===== src/rtl/wdm_pkg.sv =====
// rtl/wdm_pkg.sv - shared state encodings and default parameters for ring tuning
package wdm_pkg;

    typedef enum logic [2:0] {
        IDLE,
        SETTLE,
        MEASURE,
        COMMIT,
        DONE
    } tune_state_t;

    // Sub-phases of the optional tracking loop that runs while in DONE
    typedef enum logic [2:0] {
        TRK_PICK,
        TRK_BASE_SETTLE,
        TRK_BASE_MEAS,
        TRK_TRY_SETTLE,
        TRK_TRY_MEAS
    } trk_phase_t;

    localparam int DEF_NUM_CHANNEL   = 8;
    localparam int DEF_TUNE_WIDTH    = 8;
    localparam int DEF_PWR_WIDTH     = 10;
    localparam int DEF_SETTLE_CYCLES = 4;
    localparam int DEF_LOCK_THRESH   = 16;

endpackage


===== src/rtl/ring_peak_search.sv =====
// rtl/ring_peak_search.sv - running maximum of drop power and the code where it first occurred
module ring_peak_search
    import wdm_pkg::*;
#(
    parameter int TUNE_WIDTH = DEF_TUNE_WIDTH,
    parameter int PWR_WIDTH  = DEF_PWR_WIDTH
) (
    input  logic                  i_clk,
    input  logic                  i_rst_n,
    input  logic                  i_clear,
    input  logic                  i_sample,
    input  logic [PWR_WIDTH-1:0]  i_pwr,
    input  logic [TUNE_WIDTH-1:0] i_code,
    output logic [PWR_WIDTH-1:0]  o_best_pwr,
    output logic [TUNE_WIDTH-1:0] o_best_code
);

    // Strict comparison keeps the lowest code on a tie
    always_ff @(posedge i_clk or negedge i_rst_n) begin
        if (!i_rst_n) begin
            o_best_pwr  <= '0;
            o_best_code <= '0;
        end else if (i_clear) begin
            o_best_pwr  <= '0;
            o_best_code <= '0;
        end else if (i_sample && (i_pwr > o_best_pwr)) begin
            o_best_pwr  <= i_pwr;
            o_best_code <= i_code;
        end
    end

endmodule


===== src/rtl/ring_tune_ctrl.sv =====
// rtl/ring_tune_ctrl.sv - sweeps each ring's tuning code, commits the peak, flags lock
// Optional drift tracking in DONE is enabled by defining RING_TUNE_TRACK_EN.
module ring_tune_ctrl
    import wdm_pkg::*;
#(
    parameter int NUM_CHANNEL   = DEF_NUM_CHANNEL,
    parameter int TUNE_WIDTH    = DEF_TUNE_WIDTH,
    parameter int PWR_WIDTH     = DEF_PWR_WIDTH,
    parameter int SETTLE_CYCLES = DEF_SETTLE_CYCLES,
    parameter int LOCK_THRESH   = DEF_LOCK_THRESH
) (
    input  logic                              i_clk,
    input  logic                              i_rst_n,
    input  logic                              i_start,
    output logic                              o_pwr_req,
    output logic [$clog2(NUM_CHANNEL)-1:0]    o_pwr_sel,
    input  logic                              i_pwr_valid,
    input  logic [PWR_WIDTH-1:0]              i_pwr_code,
    output logic [NUM_CHANNEL*TUNE_WIDTH-1:0] o_tune_code,
    output logic [NUM_CHANNEL-1:0]            o_lock,
    output logic                              o_busy,
    output logic                              o_done
);

    localparam int SEL_W = $clog2(NUM_CHANNEL);
    localparam int CNT_W = $clog2(SETTLE_CYCLES + 1);
    localparam logic [TUNE_WIDTH-1:0] CODE_MAX    = '1;
    localparam logic [PWR_WIDTH-1:0]  LOCK_LVL    = PWR_WIDTH'(LOCK_THRESH);
    localparam logic [CNT_W-1:0]      SETTLE_LAST = CNT_W'(SETTLE_CYCLES - 1);
    localparam logic [SEL_W-1:0]      CH_LAST     = SEL_W'(NUM_CHANNEL - 1);

    tune_state_t           state;
    tune_state_t           state_next;
    logic [SEL_W-1:0]      channel;
    logic [TUNE_WIDTH-1:0] code;
    logic [CNT_W-1:0]      settle_cnt;
    logic [PWR_WIDTH-1:0]  best_pwr;
    logic [TUNE_WIDTH-1:0] best_code;
    logic                  accept;
    logic                  settle_last;
    logic                  peak_clear;

    assign accept      = o_pwr_req & i_pwr_valid;
    assign settle_last = (settle_cnt == SETTLE_LAST);
    assign peak_clear  = (((state == IDLE) || (state == DONE)) && i_start) || (state == COMMIT);

    ring_peak_search #(
        .TUNE_WIDTH (TUNE_WIDTH),
        .PWR_WIDTH  (PWR_WIDTH)
    ) u_peak (
        .i_clk       (i_clk),
        .i_rst_n     (i_rst_n),
        .i_clear     (peak_clear),
        .i_sample    (accept && (state == MEASURE)),
        .i_pwr       (i_pwr_code),
        .i_code      (code),
        .o_best_pwr  (best_pwr),
        .o_best_code (best_code)
    );

    always_ff @(posedge i_clk or negedge i_rst_n) begin
        if (!i_rst_n) state <= IDLE;
        else          state <= state_next;
    end

    always_comb begin
        state_next = state;
        case (state)
            IDLE:    if (i_start) state_next = SETTLE;
            SETTLE:  if (settle_last) state_next = MEASURE;
            MEASURE: if (accept) state_next = (code == CODE_MAX) ? COMMIT : SETTLE;
            COMMIT:  state_next = (channel == CH_LAST) ? DONE : SETTLE;
            DONE:    if (i_start) state_next = SETTLE;
            default: state_next = IDLE;
        endcase
    end

`ifdef RING_TUNE_TRACK_EN
    trk_phase_t            trk_phase;
    logic [SEL_W-1:0]      trk_ch;
    logic [SEL_W-1:0]      trk_next_ch;
    logic                  trk_any;
    logic [NUM_CHANNEL-1:0] dir;
    logic [PWR_WIDTH-1:0]  base_pwr;
    logic [TUNE_WIDTH-1:0] old_code;
    logic [TUNE_WIDTH-1:0] trk_code;
    logic [TUNE_WIDTH-1:0] trk_trial;

    assign trk_code = o_tune_code[int'(trk_ch)*TUNE_WIDTH +: TUNE_WIDTH];

    // Nearest locked ring after trk_ch, wrapping; trk_ch itself is the last resort
    always_comb begin
        int idx;
        trk_next_ch = trk_ch;
        trk_any     = 1'b0;
        for (int k = NUM_CHANNEL; k >= 1; k--) begin
            idx = (int'(trk_ch) + k) % NUM_CHANNEL;
            if (o_lock[idx]) begin
                trk_next_ch = SEL_W'(idx);
                trk_any     = 1'b1;
            end
        end
    end

    always_comb begin
        trk_trial = trk_code;
        if (dir[trk_ch]) begin
            if (trk_code != '0) trk_trial = trk_code - 1'b1;
        end else if (trk_code != CODE_MAX) begin
            trk_trial = trk_code + 1'b1;
        end
    end
`endif

    always_ff @(posedge i_clk or negedge i_rst_n) begin
        if (!i_rst_n) begin
            channel     <= '0;
            code        <= '0;
            settle_cnt  <= '0;
            o_tune_code <= '0;
            o_lock      <= '0;
            o_pwr_req   <= 1'b0;
            o_pwr_sel   <= '0;
            o_busy      <= 1'b0;
            o_done      <= 1'b0;
`ifdef RING_TUNE_TRACK_EN
            trk_phase   <= TRK_PICK;
            trk_ch      <= CH_LAST;
            dir         <= '0;
            base_pwr    <= '0;
            old_code    <= '0;
`endif
        end else begin
            o_busy     <= (state_next == SETTLE) || (state_next == MEASURE) || (state_next == COMMIT);
            o_done     <= (state_next == DONE);
            o_pwr_req  <= (state_next == MEASURE);
            settle_cnt <= ((state == SETTLE) && !settle_last) ? settle_cnt + 1'b1 : '0;
            case (state)
                IDLE, DONE: begin
                    if (i_start) begin
                        channel     <= '0;
                        code        <= '0;
                        o_tune_code <= '0;
                        o_lock      <= '0;
                        o_pwr_sel   <= '0;
`ifdef RING_TUNE_TRACK_EN
                        trk_phase   <= TRK_PICK;
                        trk_ch      <= CH_LAST;
                        dir         <= '0;
`endif
                    end
`ifdef RING_TUNE_TRACK_EN
                    // A fresh baseline is taken each step because the stored peak goes stale under drift
                    else if (state == DONE) begin
                        case (trk_phase)
                            TRK_PICK: begin
                                if (trk_any) begin
                                    trk_ch    <= trk_next_ch;
                                    o_pwr_sel <= trk_next_ch;
                                    trk_phase <= TRK_BASE_SETTLE;
                                end
                            end
                            TRK_BASE_SETTLE, TRK_TRY_SETTLE: begin
                                if (settle_last) begin
                                    o_pwr_req <= 1'b1;
                                    trk_phase <= (trk_phase == TRK_BASE_SETTLE) ? TRK_BASE_MEAS : TRK_TRY_MEAS;
                                end else begin
                                    settle_cnt <= settle_cnt + 1'b1;
                                end
                            end
                            TRK_BASE_MEAS: begin
                                o_pwr_req <= ~accept;
                                if (accept) begin
                                    base_pwr  <= i_pwr_code;
                                    old_code  <= trk_code;
                                    o_tune_code[int'(trk_ch)*TUNE_WIDTH +: TUNE_WIDTH] <= trk_trial;
                                    trk_phase <= TRK_TRY_SETTLE;
                                end
                            end
                            TRK_TRY_MEAS: begin
                                o_pwr_req <= ~accept;
                                if (accept) begin
                                    if (i_pwr_code <= base_pwr) begin
                                        o_tune_code[int'(trk_ch)*TUNE_WIDTH +: TUNE_WIDTH] <= old_code;
                                        dir[trk_ch] <= ~dir[trk_ch];
                                    end
                                    trk_phase <= TRK_PICK;
                                end
                            end
                            default: trk_phase <= TRK_PICK;
                        endcase
                    end
`endif
                end
                MEASURE: begin
                    if (accept && (code != CODE_MAX)) begin
                        code <= code + 1'b1;
                        o_tune_code[int'(channel)*TUNE_WIDTH +: TUNE_WIDTH] <= code + 1'b1;
                    end
                end
                COMMIT: begin
                    o_tune_code[int'(channel)*TUNE_WIDTH +: TUNE_WIDTH] <= best_code;
                    o_lock[channel] <= (best_pwr >= LOCK_LVL);
                    if (channel != CH_LAST) begin
                        channel   <= channel + 1'b1;
                        o_pwr_sel <= channel + 1'b1;
                        code      <= '0;
                    end
                end
                default: ;
            endcase
        end
    end

endmodule


===== config.mk =====
export PLATFORM = sky130hd
export DESIGN_NAME = ring_tune_ctrl
export DESIGN_NICKNAME = d
export VERILOG_FILES = /design/src/rtl/wdm_pkg.sv /design/src/rtl/ring_peak_search.sv /design/src/rtl/ring_tune_ctrl.sv
export SDC_FILE = /design/constraint.sdc
export NUM_CORES = 1
export LEC_CHECK = 0
export CORE_ASPECT_RATIO = 0.5
export CORE_MARGIN = 3
export CORE_UTILIZATION = 40
export CTS_CLUSTER_SIZE = 20
export DETAILED_ROUTE_END_ITERATION = 12
export PLACE_DENSITY = 0.65
export SLEW_MARGIN = 20
export SYNTH_ARGS = -nofsm -noshare
export SYNTH_HDL_FRONTEND = slang
export SYNTH_SLANG_ARGS = --single-unit

===== constraint.sdc =====
create_clock -name i_clk -period 2.5 [get_ports i_clk]
set_input_delay 0.25 -clock i_clk [delete_from_list [all_inputs] [get_ports i_clk]]
set_output_delay 0.25 -clock i_clk [all_outputs]
set_load 0.005 [all_outputs]

==> summary.md, run 1 <==
| Metric | Value |
|---|---|
| CP Max Fanout | `8` |
| Final Power | `5.13 mW` |
| Tmin final | `2310 ps` |
| Mean Syn Cell Area | `10.5 um^2` |
| CTS Buf Count | `9` |
| Yosys top cell by area | `dfrtp_1` |
| Max Cap Viol | `0` |
| Final Cycle Share | `92.3%` |
| Layout cells sized above 1 | `13.5%` |
| Synth cell count leaders | `110 x dfrtp_1, 83 x nand2_1, 60 x mux2i_1` |
| Achievable Freq | `433 MHz` |
| Setup violations, final | `0` |
| Slew Limit Fails | `0` |
| Residual DRC | `0` |
| Worst path arrival time | `2530 ps` |
| CP max stage delay | `590 ps` |
| Critical path origin | `state[0]` |
| Die W | `171 um` |
| Clock Path Buffers | `2` |
| Worst Setup Slack, final | `191 ps` |
| Unrepaired setup endpoints after global routing | `no` |
| FF-to-FF setup slack | `190 ps` |
| Hold slack | `452 ps` |
| Netlist cell types | `49` |
| Layout Cell Area excl Fill | `7150 um^2` |
| Vias in the first global route | `4444` |
| Starting density of the core | `42.0%` |
| CP bufs+invs | `0` |
| Synth top area cells | `dfrtp_1 50%, mux2i_1 11%, nand2_1 5.7%` |
| Hold Path Stages | `1` |
| R2R cell count | `5` |
| Max VDD drop | `324 uV` |
| Pre-CTS setup slack | `-128 ps` |
| Crit. End Element | `flip-flop` |
| Largest net degree at the start of global routing | `73` |
| Slowest stage cell, crit path | `or4_4` |
| Share of flip-flops with an asynchronous set or reset | `100%` |
| Mapped Nets | `550` |
| # diodes | `0` |
| Drt via density | `5.43` |
| Power Density | `718 nW/um^2` |
| Final HPWL DP | `10300 um` |
| Top delay family on crit path | `simple AND/OR/NAND/NOR gates` |
| # port buffers | `91` |
| Full die area | `15200 um^2` |
| R2R Path Start | `state[0]` |
| Share of the synthesized area in the top cell type | `50.4%` |
| Max_slew headroom | `49.2%` |
| Outcome | `completed` |
| Core area | `13000 um^2` |
| Critical path type | `reg -> reg` |
| CTS Root Cell | `clkbuf_16` |
| H-Tree Depth | `3` |
| Synth Instances | `519` |
| CP cell instances | `or3b_2 > o21a_1 > or3_4 > or4_4 > mux2i_1` |
| Tot GR Track Use | `19.3%` |
| Register area share after synthesis | `50.4%` |
| DR iter-0 viols | `344` |
| Wirelength per Cell | `17.4 um` |
| I/O pin count | `92` |
| Skew-Pair Late Insertion Delay | `350 ps` |
| Number of cell rows | `29` |
| Clock Pin Slew Worst Setup and Hold Paths | `80 ps` |
| Static Leak | `2.94 nW` |
| Mapped Area | `5460 um^2` |
| Area delta synth->final | `31.0%` |
| Gpl congestion | `0.916` |
| Post-synth EDFFs | `0` |
| FF+latch count, synth | `110` |
| HP Class | `reg -> reg` |
| Placed Area | `6840 um^2` |
| DR vias | `4433` |
| Critical R2R Capture | `o_tune_code[36]` |
| Layout Utilization | `55.1%` |
| YS warnings | `0` |
| TritonCTS clock tree | `built` |
| Global route total overflow | `0` |
| Final hold violation count | `0` |
| Cts repair resizes | `0` |
| CP Launch Type | `flip-flop` |
| Worst-Margin Slew | `762 ps` |
| ANT nets after route | `0` |
| First drt pass iteration count | `6` |
| Die height | `88.6 um` |
| Clock sinks | `110` |
| Clock Skew | `8.32 ps` |
| Antenna violations before repair | `0` |
| Hold Crit Start | `settle_cnt[0]` |
| Req. time, crit path | `2720 ps` |
| Hold Path End | `settle_cnt[0]` |
| First-pass GRT wire length | `22800 um` |
| Fin nets | `672` |
| Main synth FF type | `dfrtp_1` |
| Most frequent cell after synthesis | `dfrtp_1` |
| Routed Wire Length | `14200 um` |
==> layer usage <==
layer / vias up / wire length (um) / global-route usage (%)
met3: 16 / 740 / 4.33
met5: - / 0 / 0
met1: 2197 / 6950 / 27.8
li1: 2106 / - / -
met4: 0 / 163 / 4.09
met2: 114 / 6340 / 30.2
==> power breakdown <==
group          switching, mW  internal (mW)  leakage (nW)
clock                  0.685          0.791         0.147
sequential            0.0966           1.94          1.52
combinational          0.972          0.647          1.28
total                   1.75           3.38          2.94
==> repair_timing <==
| item | in CTS | in global routing |
|---|---|---|
| buffers inserted | 0 | 0 |
| hold buffers | 1 | 0 |
| endpoints found under the hold margin | 46 | 0 |
==> cell families (layout without fill, tap and decap cells) <==
kind of cell	count (synthesis)	after routing	share of synthesized area (%)
and+or+nand+nor	170	170	15.4
adders and majority gates	17	17	3.90
xor gates and xnor gates	6	6	0.963
muxes	72	72	13.5
buffers and inverters	52	179	4.08
DFF	110	110	50.4
AOI/OAI and AO/OA	92	92	11.8
==> cells in the final DEF (no fill, tap or decap), types with 6 or more instances in the layout <==
master / count
nor2_1: 14
mux2_2: 12
a21oi_1: 10
clkdlybuf4s50_1: 90
inv_1: 27
mux2i_1: 60
nand4_1: 6
buf_4: 41
nand2_1: 83
clkbuf_16: 9
ha_1: 17
nand3_1: 18
o21ai_0: 21
dfrtp_1: 110
nor3_1: 20
a22oi_1: 32
==> flip-flops by register name, indices dropped and copies added (netlist names), 3 cells and up <==
| name | cells |
|---|---|
| o_tune_code | 64 |
| u_peak.o_best_pwr | 10 |
| code | 8 |
| o_lock | 8 |
| u_peak.o_best_code | 8 |
| channel | 3 |
| settle_cnt | 3 |
| state | 3 |
==> per-stage QoR <==
| step | cells | setup TNS, ps |
|---|---|---|
| floorplan | 519 | 0 |
| global route | 816 | 0 |
| detailed placement | 799 | -2080 |
| finish | 816 | 0 |
| CTS | 816 | 0 |
| global placement | 799 | -887 |
==> layout make-up <==
cell class / count / area [um^2]
clock buffers: 9 / 225
clock inverters: 7 / 77.6
repair buffers: 136 / 1300
inverters: 27 / 101
well taps: 170 / 213
flip-flops and latches: 110 / 2750
fillers: 1175 / 5840
multi-input cells: 357 / 2480
==> how the worst max path moves through the flow <==
stage | end | slack (ps) | depth (start not counted)
floorplan | o_tune_code[37] | 10 | 9
finish | o_tune_code[36] | 190 | 5
global placement | o_tune_code[38] | -90 | 6
CTS | o_tune_code[36] | 180 | 5
detailed placement | o_tune_code[36] | -130 | 6
global route | u_peak.o_best_pwr[8] | 4 | 9
Power figures use the tool's default switching activity.
==> run 2: changes to the inputs <==
--- a/config.mk
+++ b/config.mk
@@ -5,12 +5,14 @@
 export SDC_FILE = /design/constraint.sdc
 export NUM_CORES = 1
 export LEC_CHECK = 0
+export CAP_MARGIN = 5
 export CORE_ASPECT_RATIO = 0.5
 export CORE_MARGIN = 3
 export CORE_UTILIZATION = 40
 export CTS_CLUSTER_SIZE = 20
 export DETAILED_ROUTE_END_ITERATION = 12
 export PLACE_DENSITY = 0.65
+export SETUP_SLACK_MARGIN = 0.2
 export SLEW_MARGIN = 20
 export SYNTH_ARGS = -nofsm -noshare
 export SYNTH_HDL_FRONTEND = slang
==> run 2 against run 1 <==
Net effect: worst hold slack lost 240 ps; sequential power is essentially flat; utilization grew 0.31 points; combinational power grew 9%; largest power group unchanged; sequential cell count is the same; largest cell class unchanged; non-clock buffer count grew 1.
==> summary.md, run 2 (synthesis results as in run 1) <==
| Metric | Value |
|---|---|
| Outcome | `completed (unchanged)` |
| Final hold violation count | `0 (unchanged)` |
| Commonest cells after routing, fill and taps aside | `109 x dfrtp_1, 90 x clkdlybuf4s50_1, 83 x nand2_1 (was 110 x dfrtp_1, 90 x clkdlybuf4s50_1, 83 x nand2_1)` |
| Comb power frac | `34.1% (was 31.5%)` |
| Clock Path Buffers | `2 (unchanged)` |
| Drt via density | `5.43 (about the same)` |
| Residual DRC | `0 (unchanged)` |
| Tot GR Track Use | `19.4% (was 19.3%)` |
| CTS Root Cell | `clkbuf_16 (unchanged)` |
| H-Tree Depth | `3 (unchanged)` |
| TritonCTS clock tree | `built (unchanged)` |
| Vias in the first global route | `4372 (was 4444)` |
| # diodes | `0 (unchanged)` |
| First drt pass iteration count | `5 (was 6)` |
| CP bufs+invs | `0 (unchanged)` |
| Starting density of the core | `42.0% (unchanged)` |
| I/O pin count | `92 (unchanged)` |
| DR vias | `4435 (was 4433)` |
| Final Power | `5.18 mW (was 5.13 mW)` |
| Slowest stage cell, crit path | `or4_4 (unchanged)` |
| Clock Pin Slew Worst Setup and Hold Paths | `80 ps (about the same)` |
| Finished Layout Cells | `817 (was 816)` |
| Die W | `171 um (unchanged)` |
| CP Max Fanout | `8 (unchanged)` |
| HP Class | `in -> async (was reg -> reg)` |
| Critical path type | `reg -> reg (unchanged)` |
| Max_slew headroom | `48.6% (was 49.2%)` |
| Wirelength per Cell | `17.4 um (about the same)` |
| Die height | `88.6 um (unchanged)` |
| Cells after DPL | `797 (was 799)` |
| Met3 routed wirelength | `939 um (was 740 um)` |
| CP max stage delay | `590 ps (about the same)` |
| Top Registers | `o_tune_code (64), u_peak.o_best_pwr (10) (unchanged)` |
| Tmin final | `2230 ps (was 2310 ps)` |
| Worst-Margin Slew | `767 ps (was 762 ps)` |
| Placed Area | `6810 um^2 (was 6840 um^2)` |
| Core area | `13000 um^2 (unchanged)` |
| First-pass GRT wire length | `23000 um (was 22800 um)` |
| R2R Path Start | `state[1] (was state[0])` |
| Layout Cell Area excl Fill | `7190 um^2 (was 7150 um^2)` |
| Achievable Freq | `448 MHz (was 433 MHz)` |
| Slew Limit Fails | `0 (unchanged)` |
| Max VDD drop | `384 uV (was 324 uV)` |
| DR iter-0 viols | `363 (was 344)` |
| Sw Share | `35.2% (was 34.2%)` |
| R2R cell count | `5 (unchanged)` |
| Final HPWL DP | `10200 um (was 10300 um)` |
| Clock Skew | `11.1 ps (was 8.32 ps)` |
| Global route total overflow | `0 (unchanged)` |
| # port buffers | `91 (unchanged)` |
| Setup violations, final | `0 (unchanged)` |
| Commonest non-fill, non-tap cell in the layout | `dfrtp_1 (unchanged)` |
| Final Cycle Share | `89.3% (was 92.3%)` |
| Largest net degree at the start of global routing | `74 (was 73)` |
| Most flops, register | `o_tune_code (unchanged)` |
| Fin nets | `673 (was 672)` |
| Layout cells sized above 1 | `15.8% (was 13.5%)` |
| Worst path arrival time | `2450 ps (was 2530 ps)` |
| Clock sinks | `110 (unchanged)` |
| CTS Buf Count | `9 (unchanged)` |
| Gpl congestion | `0.907 (was 0.916)` |
| Antenna violations before repair | `0 (unchanged)` |
| Power Density | `721 nW/um^2 (was 718 nW/um^2)` |
| ANT nets after route | `0 (unchanged)` |
| CP Launch Type | `flip-flop (unchanged)` |
| Clock group share of total power | `26.6% (was 28.7%)` |
| Critical R2R Capture | `o_tune_code[38] (was o_tune_code[36])` |
| Flop pwr share | `39.3% (was 39.7%)` |
| Crit. End Element | `flip-flop (unchanged)` |
| Routed Wire Length | `14200 um (unchanged)` |
| Largest register FFs | `64 (unchanged)` |
| Skew-Pair Late Insertion Delay | `360 ps (was 350 ps)` |
| Req. time, crit path | `2720 ps (about the same)` |
| Top layer used by detailed routing | `met4 (unchanged)` |
| Wire length on met1 | `6740 um (was 6950 um)` |
| CP cell instances | `or3b_2 > o21a_1 > or3_4 > or4_4 > mux2i_1 (unchanged)` |
| Area delta synth->final | `31.7% (was 31.0%)` |
| Int Pwr | `3.36 mW (was 3.38 mW)` |
| Net switching power figure | `1.83 mW (was 1.75 mW)` |
| Top delay family on crit path | `simple AND/OR/NAND/NOR gates (unchanged)` |
| FF-to-FF setup slack | `270 ps (was 190 ps)` |
| Crit. path cell count | `5 (unchanged)` |
| Full die area | `15200 um^2 (unchanged)` |
| Unrepaired setup endpoints after global routing | `yes (was no)` |
| DR WL met2 | `6340 um (about the same)` |
| Max Cap Viol | `0 (unchanged)` |
| Final setup TNS | `0 ps (unchanged)` |
| Number of cell rows | `29 (unchanged)` |
| Static Leak | `2.95 nW (was 2.94 nW)` |
-- run 2: cell types whose count changed in the layout (fill, tap and decap cells not counted), moves of 2 or more --
| cell | before | now |
|---|---|---|
| inv_1 | 27 | 24 |
| inv_2 | 0 | 3 |
| buf_12 | 4 | 2 |
| buf_4 | 41 | 43 |
| ha_1 | 17 | 15 |
| inv_6 | 4 | 2 |
| nor4_1 | 2 | 0 |
| nor4_2 | 2 | 4 |
-- run 2: repair_timing --
item / 4_1_cts / 5_1_grt
endpoints found under the setup margin: 16 / 50
hold buffers: 1 / 0
endpoints found under the hold margin: 110 / 0
pin swaps: 2 / 1
gates resized for setup: 2 / 13
setup buffers: 3 / 0
-- run 2: power groups by stage --
stage	clock network, mW	registers, mW	logic [mW]
2_1_floorplan	0	2.08	0.934
3_3_place_gp	0	2.07	1.61
3_5_place_dp	0	2.08	1.62
4_1_cts	1.41	2.04	1.68
5_1_grt	1.49	2.06	1.93
6_report	1.38	2.04	1.77
-- run 2: layout make-up --
| class | instances | area [um^2] |
|---|---|---|
| fillers | 1150 | 5800 |
| inverters | 27 | 101 |
| clock buffers | 10 | 229 |
| flip-flops and latches | 110 | 2750 |
| clock inverters | 6 | 52.6 |
| multi-input cells | 357 | 2560 |
| repair buffers | 137 | 1280 |
| well taps | 170 | 213 |
-- run 2: worst max-delay path by stage --
stage               start              end  slack [ps]
2_1_floorplan    state[0]  o_tune_code[37]          70
3_3_place_gp      i_start  o_tune_code[38]         -40
3_5_place_dp      i_start  o_tune_code[38]         -60
4_1_cts        channel[1]  o_tune_code[38]         210
5_1_grt        channel[1]  o_tune_code[22]         190
6_report         state[1]  o_tune_code[38]         270
-- run 2: routing by layer --
layer | vias up | global-route usage, %
met5 | - | 0
met3 | 15 | 4.42
met4 | 0 | 4.74
met1 | 2163 | 28.3
met2 | 132 | 29.7
li1 | 2125 | -
-- run 2: per-stage QoR --
stage	setup slack, ps	hold slack, ps	util [%]
floorplan	71.3	-45.6	-
global placement	-43.4	47.1	52.4
detailed placement	-63.2	46.8	52.4
CTS	211	215	54.8
global route	193	222	55.4
finish	266	217	55.4
-- run 2: worst register-to-register path: cells and delay by family (launching register included) --
family | cells | cell delay [ps]
AO/OA/AOI/OAI | 1 | 140
flip-flops | 1 | 400
multiplexers | 1 | 160
AND/OR/NAND/NOR | 3 | 1390
==> run 3: changes to the inputs <==
--- a/config.mk
+++ b/config.mk
@@ -11,9 +11,9 @@
 export CORE_UTILIZATION = 40
 export CTS_CLUSTER_SIZE = 20
 export DETAILED_ROUTE_END_ITERATION = 12
-export PLACE_DENSITY = 0.65
 export SETUP_SLACK_MARGIN = 0.2
 export SLEW_MARGIN = 20
 export SYNTH_ARGS = -nofsm -noshare
 export SYNTH_HDL_FRONTEND = slang
+export SYNTH_HIERARCHICAL = 1
 export SYNTH_SLANG_ARGS = --single-unit
==> constraint.sdc (replaced) <==
create_clock -name i_clk -period 2.2 [get_ports i_clk]
set_input_delay 0.22 -clock i_clk [delete_from_list [all_inputs] [get_ports i_clk]]
set_output_delay 0.22 -clock i_clk [all_outputs]
set_load 0.005 [all_outputs]
==> run 3 against run 2 <==
Net effect: critical path depth grew 3; global-route usage down 0.063 points; fmax rose by 14%; sequential cell count unchanged; critical endpoint unchanged; die area is 10% higher; non-clock buffer count increased by 18; sequential share of layout area decreased by 3.8 points; utilization is 0.80 points lower; clock power increased by 17%; sequential power is 11% higher; highest routed layer unchanged; critical path type unchanged.
==> summary.md, run 3 <==
| Metric | Value |
|---|---|
| Outcome | `completed (unchanged)` |
| DR iter-0 viols | `289 (was 363)` |
| Routed Wire Length | `16100 um (was 14200 um)` |
| Most frequent cell after synthesis | `dfrtp_1 (unchanged)` |
| Clock sinks | `110 (unchanged)` |
| Global route total overflow | `0 (unchanged)` |
| Tmin final | `1960 ps (was 2230 ps)` |
| Clock Pin Slew Worst Setup and Hold Paths | `80 ps (about the same)` |
| FF+latch count, synth | `110 (unchanged)` |
| Residual DRC | `0 (unchanged)` |
| Setup violations, final | `0 (unchanged)` |
| Full die area | `16700 um^2 (was 15200 um^2)` |
| Max VDD drop | `594 uV (was 384 uV)` |
| DR vias | `4984 (was 4435)` |
| Req. time, crit path | `2480 ps (was 2720 ps)` |
| Mapped Area | `6050 um^2 (was 5460 um^2)` |
| # port buffers | `91 (unchanged)` |
| Worst-Margin Slew | `532 ps (was 767 ps)` |
| CP Launch Type | `flip-flop (unchanged)` |
| Largest net degree at the start of global routing | `52 (was 74)` |
| Register area share after synthesis | `45.5% (was 50.4%)` |
| Die height | `93.0 um (was 88.6 um)` |
| Gpl congestion | `0.835 (was 0.907)` |
| Commonest non-fill, non-tap cell in the layout | `dfrtp_1 (unchanged)` |
| Unrepaired setup endpoints after global routing | `yes (unchanged)` |
| Drt via density | `5.36 (was 5.43)` |
| Slowest stage cell, crit path | `dfrtp_2 (was or4_4)` |
| CTS Root Cell | `clkbuf_16 (unchanged)` |
| Netlist cell types | `68 (was 49)` |
| Final hold violation count | `0 (unchanged)` |
| Synth cell count leaders | `110 x dfrtp_1, 69 x nand2_1, 66 x mux2i_1 (was 110 x dfrtp_1, 83 x nand2_1, 60 x mux2i_1)` |
| R2R Path Start | `channel[0] (was state[1])` |
| Share of flip-flops with an asynchronous set or reset | `100% (unchanged)` |
| Post-synth EDFFs | `0 (unchanged)` |
| Mean Syn Cell Area | `10.1 um^2 (was 10.5 um^2)` |
| Critical R2R Capture | `o_tune_code[38] (unchanged)` |
| Crit. End Element | `flip-flop (unchanged)` |
| Static Leak | `3.41 nW (was 2.95 nW)` |
| Slew Limit Fails | `0 (unchanged)` |
| Max Cap Viol | `0 (unchanged)` |
| Worst path arrival time | `2240 ps (was 2450 ps)` |
| FF-to-FF setup slack | `240 ps (was 270 ps)` |
| R2R cell count | `8 (was 5)` |
| Power Density | `836 nW/um^2 (was 721 nW/um^2)` |
| H-Tree Depth | `3 (unchanged)` |
| CP cell instances | `clkinv_4 > ha_4 > ha_4 > nor4b_4 > buf_4 > nor4b_4 > buf_12 > mux2i_1 (was or3b_2 > o21a_1 > or3_4 > or4_4 > mux2i_1)` |
| Tot GR Track Use | `19.4% (about the same)` |
| YS warnings | `6 (was 0)` |
| # diodes | `0 (unchanged)` |
| CTS Buf Count | `9 (unchanged)` |
| Final HPWL DP | `12000 um (was 10200 um)` |
| Share of the synthesized area in the top cell type | `45.5% (was 50.4%)` |
| Commonest cells after routing, fill and taps aside | `109 x dfrtp_1, 90 x clkdlybuf4s50_1, 69 x nand2_1 (was 109 x dfrtp_1, 90 x clkdlybuf4s50_1, 83 x nand2_1)` |
| Critical path type | `reg -> reg (unchanged)` |
| Clock Skew | `11.6 ps (was 11.1 ps)` |
| Mapped Nets | `633 (was 550)` |
| Top Registers | `o_tune_code (64), u_peak/o_best_pwr (10) (was o_tune_code (64), u_peak.o_best_pwr (10))` |
| Wirelength per Cell | `17.3 um (was 17.4 um)` |
| Fin nets | `759 (was 673)` |
| Core area | `14600 um^2 (was 13000 um^2)` |
| Largest register FFs | `64 (unchanged)` |
| Starting density of the core | `41.4% (was 42.0%)` |
| Placed Area | `7550 um^2 (was 6810 um^2)` |
| HP Class | `in -> async (unchanged)` |
| Synth Instances | `600 (was 519)` |
| Achievable Freq | `509 MHz (was 448 MHz)` |
| Pre-CTS setup slack | `-107 ps (was -63.2 ps)` |
| Vias in the first global route | `4831 (was 4372)` |
| Worst Setup Slack, final | `236 ps (was 266 ps)` |
| Synth top area cells | `dfrtp_1 46%, mux2i_1 11%, nand2b_1 4.4% (was dfrtp_1 50%, mux2i_1 11%, nand2_1 5.7%)` |
| I/O pin count | `92 (unchanged)` |
| Main synth FF type | `dfrtp_1 (unchanged)` |
| Layout Cell Area excl Fill | `7980 um^2 (was 7190 um^2)` |
| First-pass GRT wire length | `26000 um (was 23000 um)` |
| First drt pass iteration count | `4 (was 5)` |
| Antenna violations before repair | `0 (unchanged)` |
| ANT nets after route | `0 (unchanged)` |
| CP max stage delay | `390 ps (was 590 ps)` |
| Filler cell count in the final layout | `1313 (was 1150)` |
| Skew-Pair Late Insertion Delay | `360 ps (about the same)` |
| Yosys top cell by area | `dfrtp_1 (unchanged)` |
| CP Max Fanout | `8 (unchanged)` |
| Area delta synth->final | `31.9% (was 31.7%)` |
| Clock Path Buffers | `2 (unchanged)` |
| Die W | `180 um (was 171 um)` |
| Layout cells sized above 1 | `15.9% (was 15.8%)` |
| Number of cell rows | `31 (was 29)` |
| Final Cycle Share | `89.3% (about the same)` |
| Max_slew headroom | `64.6% (was 48.6%)` |
| Most flops, register | `o_tune_code (unchanged)` |
| TritonCTS clock tree | `built (unchanged)` |
## run 3: cell types whose count changed in the layout (fill, tap and decap cells not counted), moves of 11 or more
cell / before / now
nand2b_1: 5 / 42
nand3_1: 17 / 31
buf_4: 43 / 55
a22oi_1: 32 / 3
o21ai_0: 21 / 32
nand2_1: 83 / 69
a32oi_1: 2 / 14
## run 3: how the worst max path moves through the flow
stage	start	end	slack, ps	cells after the start
3_3_place_gp	i_start	o_tune_code[55]	-60	6
6_report	channel[0]	o_tune_code[38]	240	8
4_1_cts	channel[0]	o_tune_code[39]	210	7
2_1_floorplan	channel[0]	o_tune_code[37]	160	8
3_5_place_dp	i_start	o_tune_code[23]	-110	6
5_1_grt	channel[0]	o_tune_code[38]	110	8
## run 3: metrics by stage
step / setup TNS [ps] / util, % / power [mW] / std cells / hold slack (ps)
floorplan: 0 / - / 4.03 / 600 / -75.6
global placement: -397 / 51.6 / 4.90 / 901 / 237
detailed placement: -793 / 51.6 / 4.92 / 901 / 237
CTS: 0 / 54.0 / 6.57 / 922 / 398
global route: 0 / 54.6 / 7.07 / 929 / 428
finish: 0 / 54.6 / 6.67 / 929 / 385
## run 3: layer usage
metal / GRT usage (%) / routed length (um)
met4: 4.31 / 134
met5: 0 / 0
met2: 29.0 / 6930
met3: 3.92 / 888
met1: 28.8 / 8140
## run 3: area by class of cell
| class | count | area (um^2) | share of cell area, % |
|---|---|---|---|
| Clock buffer | 10 | 239 | 3.00 |
| Clock inverter | 6 | 52.6 | 0.659 |
| Inverter | 33 | 129 | 1.62 |
| Multi-Input combinational cell | 417 | 3050 | 38.3 |
| Sequential cell | 110 | 2750 | 34.5 |
| Tap cell | 198 | 248 | 3.10 |
| Timing Repair Buffer | 155 | 1500 | 18.8 |
## run 3: logic make-up after synthesis
logic type,count (synthesis),synth area share [%]
compound gates,100,12.1
xor+xnor,2,0.290
fa+ha+maj,19,3.93
buf+inv,73,5.71
flops,110,45.5
mux,68,11.3
simple gates,228,21.2
## run 3: power by group
group	switching [mW]	internal (mW)
registers	0.0975	2.18
logic	1.51	1.27
clock network	0.792	0.821
## run 3: timing repair
action / CTS / global route
pin swaps: 1 / 4
buffers inserted: 4 / 7
setup endpoints to repair: 12 / 57
endpoints found under the hold margin: 39 / 0
resized for setup: 3 / 14
hold buffers: 1 / 0
## run 3: critical path, delay by kind of cell (launching register included)
| family | cells | cell delay, ps |
|---|---|---|
| flops | 1 | 390 |
| fa+ha+maj | 2 | 440 |
| simple gates | 2 | 460 |
| mux | 1 | 180 |
| buf+inv | 3 | 400 |
